## src/rtl/mem_scheduler_pkg.sv

```systemverilog
// Shared types and constants for the three-way memory port scheduler.
package mem_scheduler_pkg;

  localparam int mem_sched_starve_limit = 8;

  typedef struct packed {
    logic        mem_valid;
    logic        mem_instr;
    logic [31:0] mem_addr;
    logic [31:0] mem_wdata;
    logic [3:0]  mem_wstrb;
  } mem_in_type;

  typedef struct packed {
    logic [31:0] mem_rdata;
    logic        mem_ready;
  } mem_out_type;

  typedef enum logic {IDLE, BUSY} sched_state_type;

  localparam logic [1:0] OWNER_DMEM = 2'd0;
  localparam logic [1:0] OWNER_IMEM = 2'd1;
  localparam logic [1:0] OWNER_AUX  = 2'd2;
  localparam logic [1:0] OWNER_NONE = 2'd3;

endpackage

```

## src/rtl/mem_scheduler_if.sv

```systemverilog
// Requester buses plus the single external memory port, seen from the scheduler (master) and its surroundings (slave).
interface mem_scheduler_if;
  import mem_scheduler_pkg::*;

  mem_in_type  dmem_in, imem_in, aux_in;
  mem_out_type dmem_out, imem_out, aux_out;
  logic        memory_valid;
  logic        memory_instr;
  logic [31:0] memory_addr;
  logic [31:0] memory_wdata;
  logic [3:0]  memory_wstrb;
  logic [31:0] memory_rdata;
  logic        memory_ready;
  logic [1:0]  grant_owner;
  logic        overflow;

  modport master (
    input  dmem_in, imem_in, aux_in, memory_rdata, memory_ready,
    output dmem_out, imem_out, aux_out, memory_valid, memory_instr,
           memory_addr, memory_wdata, memory_wstrb, grant_owner, overflow
  );

  modport slave (
    output dmem_in, imem_in, aux_in, memory_rdata, memory_ready,
    input  dmem_out, imem_out, aux_out, memory_valid, memory_instr,
           memory_addr, memory_wdata, memory_wstrb, grant_owner, overflow
  );

endinterface

```

## src/rtl/mem_sched_select.sv

```systemverilog
// Winner selection: urgent candidates beat non-urgent ones, then dmem > imem > aux.
module mem_sched_select
  import mem_scheduler_pkg::*;
(
  input  logic [2:0] candidate,
  input  logic [1:0] urgent,
  output logic [2:0] grant,
  output logic [1:0] owner
);

  logic [2:0] urgent_cand;
  logic [2:0] pool;

  // dmem can never be urgent, so only imem/aux bits are masked in
  always_comb begin
    urgent_cand = candidate & {urgent, 1'b0};
    pool        = (urgent_cand != 3'b000) ? urgent_cand : candidate;
    grant       = 3'b000;
    owner       = OWNER_NONE;
    if (pool[0]) begin
      grant = 3'b001;
      owner = OWNER_DMEM;
    end else if (pool[1]) begin
      grant = 3'b010;
      owner = OWNER_IMEM;
    end else if (pool[2]) begin
      grant = 3'b100;
      owner = OWNER_AUX;
    end
  end

endmodule

```

## src/rtl/mem_scheduler.sv

```systemverilog
// Shares one memory port among dmem, imem and aux with one transaction outstanding and starvation aging.
module mem_scheduler
  import mem_scheduler_pkg::*;
#(
  parameter int STARVE_LIMIT = mem_sched_starve_limit
) (
  input  logic            clk,
  input  logic            rst_n,
  mem_scheduler_if.master bus
);

  localparam int CW = (STARVE_LIMIT > 0) ? $clog2(STARVE_LIMIT + 1) : 1;
  localparam logic [CW-1:0] LIMIT_CNT = CW'(STARVE_LIMIT);

  sched_state_type state, state_next;
  mem_in_type      req_in   [3];
  mem_in_type      pend_req [3];
  mem_in_type      cand_req [3];
  mem_in_type      cur;
  mem_in_type      win_req;
  mem_out_type     port_out [3];
  logic [CW-1:0]   wait_cnt [2];
  logic [1:0]      owner;
  logic [1:0]      win_owner;
  logic [2:0]      clear, eff_pend, candidate, grant;
  logic [1:0]      urgent;
  logic            done, arb, load, overflow;

  assign req_in[0] = bus.dmem_in;
  assign req_in[1] = bus.imem_in;
  assign req_in[2] = bus.aux_in;

  // A slot whose owner completes this cycle counts as empty, so a same-cycle re-pulse is a fresh request
  always_comb begin
    done = (state == BUSY) && bus.memory_ready;
    for (int i = 0; i < 3; i++) begin
      clear[i]     = done && (owner == 2'(i));
      eff_pend[i]  = pend_req[i].mem_valid && !clear[i];
      cand_req[i]  = eff_pend[i] ? pend_req[i] : req_in[i];
      candidate[i] = cand_req[i].mem_valid;
    end
    urgent[0] = (STARVE_LIMIT != 0) && (wait_cnt[0] == LIMIT_CNT);
    urgent[1] = (STARVE_LIMIT != 0) && (wait_cnt[1] == LIMIT_CNT);
  end

  mem_sched_select u_select (
    .candidate (candidate),
    .urgent    (urgent),
    .grant     (grant),
    .owner     (win_owner)
  );

  always_ff @(posedge clk or negedge rst_n) begin
    if (!rst_n) state <= IDLE;
    else        state <= state_next;
  end

  always_comb begin
    state_next = state;
    arb        = 1'b0;
    load       = 1'b0;
    case (state)
      IDLE:    arb = 1'b1;
      BUSY:    arb = bus.memory_ready;
      default: arb = 1'b0;
    endcase
    if (arb) begin
      load       = |candidate;
      state_next = load ? BUSY : IDLE;
    end
    case (win_owner)
      OWNER_IMEM: win_req = cand_req[1];
      OWNER_AUX:  win_req = cand_req[2];
      default:    win_req = cand_req[0];
    endcase
  end

  // cur.mem_valid doubles as memory_valid
  always_ff @(posedge clk or negedge rst_n) begin
    if (!rst_n) begin
      cur   <= '0;
      owner <= OWNER_NONE;
    end else if (arb) begin
      if (load) begin
        cur   <= win_req;
        owner <= win_owner;
      end else begin
        cur.mem_valid <= 1'b0;
        owner         <= OWNER_NONE;
      end
    end
  end

  always_ff @(posedge clk or negedge rst_n) begin
    if (!rst_n) begin
      for (int i = 0; i < 3; i++) pend_req[i] <= '0;
      overflow <= 1'b0;
    end else begin
      for (int i = 0; i < 3; i++) begin
        if (clear[i]) pend_req[i].mem_valid <= 1'b0;
        if (req_in[i].mem_valid) begin
          if (eff_pend[i]) overflow <= 1'b1;
          else             pend_req[i] <= req_in[i];
        end
      end
    end
  end

  always_ff @(posedge clk or negedge rst_n) begin
    if (!rst_n) begin
      wait_cnt[0] <= '0;
      wait_cnt[1] <= '0;
    end else if (load) begin
      for (int j = 0; j < 2; j++) begin
        if (grant[j+1])
          wait_cnt[j] <= '0;
        else if (candidate[j+1] && (wait_cnt[j] != LIMIT_CNT))
          wait_cnt[j] <= wait_cnt[j] + 1'b1;
      end
    end
  end

  always_comb begin
    for (int i = 0; i < 3; i++) begin
      port_out[i].mem_ready = clear[i];
      port_out[i].mem_rdata = clear[i] ? bus.memory_rdata : 32'h0;
    end
  end

  assign bus.dmem_out     = port_out[0];
  assign bus.imem_out     = port_out[1];
  assign bus.aux_out      = port_out[2];
  assign bus.memory_valid = cur.mem_valid;
  assign bus.memory_instr = cur.mem_instr;
  assign bus.memory_addr  = cur.mem_addr;
  assign bus.memory_wdata = cur.mem_wdata;
  assign bus.memory_wstrb = cur.mem_wstrb;
  assign bus.grant_owner  = owner;
  assign bus.overflow     = overflow;

endmodule
```

## src/flat_wrapper.sv

```systemverilog
// flat-port wrapper written by rule: the top's interface ports become plain ports
module mem_scheduler_flat import mem_scheduler_pkg::*;
#(
  parameter int STARVE_LIMIT = mem_sched_starve_limit
)
  (clk, rst_n, bus_dmem_in, bus_imem_in, bus_aux_in, bus_memory_rdata, bus_memory_ready, bus_dmem_out, bus_imem_out, bus_aux_out, bus_memory_valid, bus_memory_instr, bus_memory_addr, bus_memory_wdata, bus_memory_wstrb, bus_grant_owner, bus_overflow);
  mem_scheduler_if bus_i ();
  input  logic clk;
  input  logic rst_n;
  input wire logic [$bits(bus_i.dmem_in)-1:0] bus_dmem_in;
  input wire logic [$bits(bus_i.imem_in)-1:0] bus_imem_in;
  input wire logic [$bits(bus_i.aux_in)-1:0] bus_aux_in;
  input wire logic [$bits(bus_i.memory_rdata)-1:0] bus_memory_rdata;
  input wire logic [$bits(bus_i.memory_ready)-1:0] bus_memory_ready;
  output wire logic [$bits(bus_i.dmem_out)-1:0] bus_dmem_out;
  output wire logic [$bits(bus_i.imem_out)-1:0] bus_imem_out;
  output wire logic [$bits(bus_i.aux_out)-1:0] bus_aux_out;
  output wire logic [$bits(bus_i.memory_valid)-1:0] bus_memory_valid;
  output wire logic [$bits(bus_i.memory_instr)-1:0] bus_memory_instr;
  output wire logic [$bits(bus_i.memory_addr)-1:0] bus_memory_addr;
  output wire logic [$bits(bus_i.memory_wdata)-1:0] bus_memory_wdata;
  output wire logic [$bits(bus_i.memory_wstrb)-1:0] bus_memory_wstrb;
  output wire logic [$bits(bus_i.grant_owner)-1:0] bus_grant_owner;
  output wire logic [$bits(bus_i.overflow)-1:0] bus_overflow;
  assign bus_i.dmem_in = bus_dmem_in;
  assign bus_i.imem_in = bus_imem_in;
  assign bus_i.aux_in = bus_aux_in;
  assign bus_i.memory_rdata = bus_memory_rdata;
  assign bus_i.memory_ready = bus_memory_ready;
  assign bus_dmem_out = bus_i.dmem_out;
  assign bus_imem_out = bus_i.imem_out;
  assign bus_aux_out = bus_i.aux_out;
  assign bus_memory_valid = bus_i.memory_valid;
  assign bus_memory_instr = bus_i.memory_instr;
  assign bus_memory_addr = bus_i.memory_addr;
  assign bus_memory_wdata = bus_i.memory_wdata;
  assign bus_memory_wstrb = bus_i.memory_wstrb;
  assign bus_grant_owner = bus_i.grant_owner;
  assign bus_overflow = bus_i.overflow;
  mem_scheduler #(.STARVE_LIMIT(STARVE_LIMIT)) u_core (.clk(clk), .rst_n(rst_n), .bus(bus_i));
endmodule
```

## config.mk

```make
export PLATFORM = sky130hd
export DESIGN_NAME = mem_scheduler_flat
export DESIGN_NICKNAME = d
export VERILOG_FILES = /design/src/rtl/mem_scheduler_pkg.sv /design/src/rtl/mem_scheduler_if.sv /design/src/rtl/mem_sched_select.sv /design/src/rtl/mem_scheduler.sv /design/src/flat_wrapper.sv
export SDC_FILE = /design/constraint.sdc
export NUM_CORES = 1
export LEC_CHECK = 0
export CELL_PAD_IN_SITES_DETAIL_PLACEMENT = 0
export CELL_PAD_IN_SITES_GLOBAL_PLACEMENT = 2
export CORE_ASPECT_RATIO = 0.5
export CORE_UTILIZATION = 28
export CTS_BUF_LIST = sky130_fd_sc_hd__clkbuf_4
export DETAILED_ROUTE_END_ITERATION = 8
export GPL_TIMING_DRIVEN = 0
export PLACE_DENSITY_LB_ADDON = 0.1
export SYNTH_ARGS = -nofsm -noshare
export SYNTH_HDL_FRONTEND = slang
export SYNTH_HIERARCHICAL = 1
export SYNTH_SLANG_ARGS = --single-unit
```

## constraint.sdc

```tcl
create_clock -name clk -period 3.15 [get_ports clk]
set_input_delay 0.4725 -clock clk [delete_from_list [all_inputs] [get_ports clk]]
set_output_delay 0.4725 -clock clk [all_outputs]
set_load 0.005 [all_outputs]
```

==> flow_summary_export.csv, run 1 <==
group,metric,value,unit
cts,clock_latency,790,ps
yosys,synth.avg_cell_area,9.81,sq um
floorplanning,row_count,60,
finish,multi_input_area,7700,sq um
yosys,synth_area,15700,sq um
worst_setup_path,cp_max_fo,10,
timing,rsz0062_at_grt,"yes",
yosys,synth_fp_nets,1848,
timing,tightest_slew,909,ps
yosys,yosysWarnings,6,
cts,cts_root_buffer,"clkbuf_4",
power,p_leak,8.97,nW
timing,skew,38.4,ps
placement,place_congestion,0.786,
floorplanning,pin_count,417,
cts,clk_pin_slew,70,ps
route,drt-total-wl,61500,microns
finish,postLayoutCoreUtil,40.8,%
grt,grt.overflow.total,0,
route,num_vias,14700,
timing,clock.fmax,328,MHz
finish,fillers,5486,
timing,slew_headroom,39.4,%
yosys,synthCells,1597,
route,dr_wl_met3,2820,microns
cts,cts_buffers,79,
floorplanning,die-area,57000,sq um
grt,track_usage,21.3,%
flow_run,maxCapViolations,0,
route,vias_per_cell,5.03,
placement,dp.cells,2759,
route,met2_length,30400,microns
power,p_total,16.0,mW
route,wl_per_cell,21.1,microns
route,first_iter_violations,758,
finish,drive_above_1_share,22.6,%
power,peakVddDrop,0.207,mV
worst_setup_path,criticalPathCategory,"reg2out",
timing,post-route-min-period,3050,ps
timing,setup-violations-final,0,
floorplanning,start_util,28.7,%
worst_setup_path,endpoint_kind,"primary output",
cts,htree_num_levels,3,
timing,hold_violations,0,
floorplanning,die_w,337,microns
finish,ff_latch_area,7310,sq um
power,p_per_area,717,nW/um^2
outcome,status,"completed",
route,dr.pass1.iters,6,
timing,finalCritPeriodShare,96.7,%
route,drt_drc_violations_left,0,
timing,slew_viol_final,0,
worst_hold_path,hp-class,"in2reg",
finish,final_net_count,2362,
route,drt-met1-wl,27500,microns
route,top_layer,"met5",
finish,instances_no_fill,2917,
cts,clock_tree.buffer_depth,3,
cts,cts_tree,"done",
floorplanning,core_area,54500,sq um
grt,grt_pass1_vias,15100,
timing,tns,0,ps
grt,antenna_found_initial,5,
route,final_antenna_net_count,0,
worst_setup_path,critPathArrivalTime,2570,ps
placement,dpl.hpwl,44100,microns
grt,grt_pass1_wl,92000,microns
cts,cts_num_sinks,292,
grt,grt_start_max_net_pins,108,
worst_setup_path,worst_setup_path_start_kind,"flop",
placement,port_buffers,416,
worst_setup_path,required,2680,ps
finish,synthToLayoutAreaGrowth,42.1,%
floorplanning,chipHeight,169,microns
[cell type report]
class / instances / area share [%]
antenna: 5 / 0.0562
multi-input combinational: 1141 / 34.6
buffer: 143 / 3.96
timing repair buffer: 437 / 19.5
clock buffer: 124 / 4.18
sequential: 292 / 32.8
tap: 744 / 4.18
clock inverter: 14 / 0.365
inverter: 17 / 0.309
[critical path, stage by stage, from the launching register on]
cell             delay [ps]
dfstp_2                 560
nand4b_1                 90
buf_4                   180
inv_2                   120
clkbuf_4                220
and2_1                  140
clkdlybuf4s50_1         530
[layer usage]
layer | vias to the layer above | global-route usage [%]
li1 | 6841 | -
met1 | 7387 | 28.3
met2 | 370 | 35.6
met3 | 65 | 4.31
met4 | 4 | 5.20
met5 | - | 0
[placed cells by master (no fill, tap or decap), types with 9 or more instances in the layout]
master and count:
clkdlybuf4s50_1 382, nand3_1 345, dfrtp_1 290, mux2_2 209
nand2_1 146, clkbuf_4 127, and2_1 97, a21oi_1 72
a22o_1 70, nand3b_1 68, a31oi_1 68, clkbuf_1 42
clkbuf_2 36, buf_2 33, buf_4 27, dlygate4sd2_1 24
inv_1 12, clkinv_1 9, buf_6 9
[per-stage QoR]
stage / hold WS, ps / area, sq um / worst slack, ps
finish: 328 / 22300 / 103
detailed placement: 493 / 20800 / -1710
global route: 270 / 22300 / -52.3
CTS: 251 / 22200 / 6.71
global placement: 487 / 20800 / -12780
floorplan: 177 / 15700 / 77.7
[path summary, 6_finish.rpt]
check	startpoint	to	slack, ps	depth (start not counted)
worst min-delay path	bus_aux_in[38]	u_core/pend_req[38]	330	2
min in group asynchronous	rst_n	u_core/bus.memory_wdata[16]	350	2
worst min register to register	u_core/pend_req[68]	u_core/pend_req[68]	500	1
worst max-delay path	u_core/bus.grant_owner[1]	bus_aux_out[29]	100	6
worst max register to register	u_core/bus.grant_owner[0]	u_core/bus.memory_addr[13]	130	15
max in group asynchronous	rst_n	u_core/pend_req[193]	1690	3
[report_power, final]
group | switching [mW] | total [mW] | internal, mW
logic | 2.80 | 6.15 | 3.35
clock network | 1.74 | 3.59 | 1.86
registers | 0.871 | 6.22 | 5.35
total | 5.41 | 16.0 | 10.6
[registers in the layout, indices dropped and copies added (netlist names)]
signal and count:
u_core/pend_req 210, u_core/bus.memory_wstrb 4, u_core/bus.memory_addr 32, u_core/bus.memory_instr 1, u_core/bus.memory_valid 1, u_core/bus.overflow 1
u_core/wait_cnt 8, u_core/state 1, u_core/bus.memory_wdata 32, u_core/bus.grant_owner 2
[repair_timing]
| item | CTS | global route |
|---|---|---|
| endpoints found under the setup margin | 141 | 127 |
| buffers inserted | 13 | 3 |
| hold buffers | 1 | 0 |
| hold endpoints to repair | 93 | 0 |
| pin swaps | 7 | 10 |
| gates cloned | 0 | 2 |
| gates resized for setup | 134 | 63 |
Note: power is estimated with default switching activity, not from simulation.
==> run 2, diff against run 1 <==
--- a/config.mk
+++ b/config.mk
@@ -8,8 +8,7 @@
 export CELL_PAD_IN_SITES_DETAIL_PLACEMENT = 0
 export CELL_PAD_IN_SITES_GLOBAL_PLACEMENT = 2
 export CORE_ASPECT_RATIO = 0.5
-export CORE_UTILIZATION = 28
-export CTS_BUF_LIST = sky130_fd_sc_hd__clkbuf_4
+export CORE_UTILIZATION = 27
 export DETAILED_ROUTE_END_ITERATION = 8
 export GPL_TIMING_DRIVEN = 0
 export PLACE_DENSITY_LB_ADDON = 0.1
==> run 2 against run 1 <==
The run now ends with design-rule violations left; sequential share of layout area shrank 1.1 points; count of clock-buffer cells in the layout shrank 75; power grew 1.7%; largest power group is now combinational cells; register-to-register slack lost 80 ps; die area grew 3.7%; critical endpoint is now u_core/bus.memory_wdata[30]; fmax shrank 1.8%; cell count shrank 1.6%; global-route usage shrank 0.86 points.
==> flow_summary_export.csv, run 2 (synthesis results as in run 1) <==
group,metric,value,unit
timing,holdWs,416,ps
timing,finalCritPeriodShare,98.5,%
grt,grt_pass1_wl,92300,microns
worst_setup_path,worst_setup_path_start_kind,"flop",
power,p_int,10.8,mW
grt,grt_pass1_vias,14800,
timing,tns,0,ps
finish,fillers,5642,
finish,layout.cells.most_common_list,"clkdlybuf4s50_1, nand3_1, dfrtp_1, mux2_2, nand2_1",
floorplanning,pin_count,417,
outcome,status,"finished with violations",
route,wl_per_cell,21.6,microns
cts,cts_buffers,30,
floorplanning,chipHeight,172,microns
finish,postLayoutCoreUtil,40.9,%
finish,synthToLayoutAreaGrowth,47.1,%
power,clockPowerShare,21.8,%
worst_setup_path,r2r_setup_slack,50,ps
floorplanning,die_w,343,microns
finish,drive_above_1_share,23.5,%
timing,slew_viol_final,0,
power,combPwrFrac,39.9,%
cts,htree_num_levels,1,
route,first_iter_violations,925,
timing,slew_headroom,37.4,%
worst_setup_path,endpoint_kind,"flop",
worst_setup_path,required,3620,ps
cts,clock_latency,580,ps
worst_setup_path,cp_top_family,"buffers and inverters",
route,num_vias,14300,
grt,track_usage,20.5,%
cts,cts_tree,"done",
cts,cts_root_buffer,"clkbuf_16",
floorplanning,start_util,27.8,%
placement,dp.cells,2772,
timing,clock.fmax,322,MHz
placement,dpl.hpwl,45000,microns
timing,hold_violations,0,
outcome,failed_checks,"design-rule violations",
finish,largest_register_ff_count,210,
power,p_per_area,705,nW/um^2
worst_setup_path,cp_slowest_stage_delay,560,ps
grt,antenna_found_initial,3,
worst_setup_path,r2r_cells,17,
grt,grt_start_max_net_pins,93,
worst_setup_path,crit_chain,"buf_6 > and4bb_1 > buf_6 > o21a_4 > inv_4 > buf_6 > nand2_1 > and2_4 > buf_4 > buf_6 > ha_4 > clkbuf_16 > buf_12 > a21oi_1 > nand3_1 > nand3b_1 > a22o_1",
worst_hold_path,hp-class,"in2async",
worst_setup_path,worst_path_max_delay_cell,"dfstp_2",
cts,cts_num_sinks,292,
floorplanning,core_area,56400,sq um
worst_setup_path,critPathArrivalTime,3570,ps
power,p_leak,9.12,nW
finish,largest-register,"u_core/pend_req",
flow_run,maxCapViolations,0,
floorplanning,die-area,59000,sq um
timing,setup-violations-final,0,
route,dr.pass1.iters,7,
finish,instances_no_fill,2871,
timing,tightest_slew,939,ps
power,seqPwrFrac,38.3,%
timing,post-route-min-period,3100,ps
route,vias_per_cell,5.00,
cts,clock_tree.buffer_depth,3,
route,drt-total-wl,62000,microns
worst_setup_path,worst-path-buf-inv,8,
power,p_sw,5.40,mW
route,final_antenna_net_count,0,
power,peakVddDrop,0.434,mV
placement,place_congestion,0.764,
worst_setup_path,cp_max_fo,10,
timing,skew,10.3,ps
power,p_sw_share,33.2,%
route,drt_drc_violations_left,7,
cts,clk_pin_slew,70,ps
worst_setup_path,reg2reg_to,"u_core/bus.memory_wdata[30]",
worst_setup_path,criticalPathCategory,"reg2reg",
worst_setup_path,r2r-start,"u_core/bus.grant_owner[0]",
timing,rsz0062_at_grt,"yes",
finish,final_net_count,2344,
grt,grt.overflow.total,0,
placement,port_buffers,416,
floorplanning,row_count,61,
finish,layout_commonest_cell,"clkdlybuf4s50_1",
worst_setup_path,worst_path_most_repeated_cell,"buf_6",
-- run 2: final cells by class --
cell class	count	area (sq um)	area share, %
antenna	3	7.51	0.0326
buffer	143	1010	4.38
clock buffer	49	903	3.92
clock inverter	2	12.5	0.0543
inverter	17	68.8	0.299
multi-input combinational	1141	8050	34.9
sequential	292	7310	31.7
tap	756	946	4.10
timing repair buffer	468	4740	20.6
-- run 2: what timing repair did --
item                                   CTS  global route
setup endpoints to repair              133            84
setup buffers                           39             6
gates resized for setup                172           120
pin swaps                               41            34
hold buffers                             1             0
cloned                                   2             3
endpoints found under the hold margin   56             0
-- run 2: per-layer routing --
| layer | part of all wire (%) | track usage (%) |
|---|---|---|
| met5 | 0 | 0 |
| met4 | 1.5 | 3.61 |
| met3 | 3.6 | 2.73 |
| met1 | 45 | 27.2 |
| met2 | 50 | 35.9 |
-- run 2: worst max path at each step --
| stage | start | endpoint | depth (start not counted) |
|---|---|---|---|
| floorplan | u_core/bus.grant_owner[1] | u_core/bus.memory_addr[22] | 17 |
| global placement | rst_n | u_core/bus.memory_addr[13] | 1 |
| detailed placement | bus_memory_ready | u_core/bus.memory_wdata[8] | 14 |
| CTS | u_core/bus.grant_owner[0] | u_core/bus.memory_addr[26] | 18 |
| global route | u_core/bus.grant_owner[0] | u_core/bus.memory_addr[19] | 17 |
| finish | u_core/bus.grant_owner[0] | u_core/bus.memory_wdata[30] | 17 |
-- run 2: through the flow --
stage | cell area, sq um | power [mW] | setup slack [ps]
floorplan | 15700 | 9.46 | 77.7
global placement | 20800 | 12.3 | -12910
detailed placement | 20900 | 12.3 | -2100
CTS | 22600 | 16.2 | -106
global route | 23000 | 17.3 | -48.7
finish | 23000 | 16.2 | 46.0
-- run 2: worst register-to-register path: stages (launching register included) --
cell and delay (ps):
dfstp_2 560, buf_6 100, and4bb_1 210, buf_6 120, o21a_4 210, inv_4 60, buf_6 90, nand2_1 40
and2_4 150, buf_4 130, buf_6 110, ha_4 250, clkbuf_16 200, buf_12 170, a21oi_1 130, nand3_1 110
nand3b_1 180, a22o_1 180
-- run 2: power by group through the flow --
stage          sequential (mW)  clock [mW]  combinational, mW
6_report                  6.22        3.54               6.47
5_1_grt                   6.43        3.83               7.08
4_1_cts                   6.22        3.68               6.33
3_5_place_dp              6.27           0               6.04
3_3_place_gp              6.28           0               5.98
2_1_floorplan             6.08           0               3.38
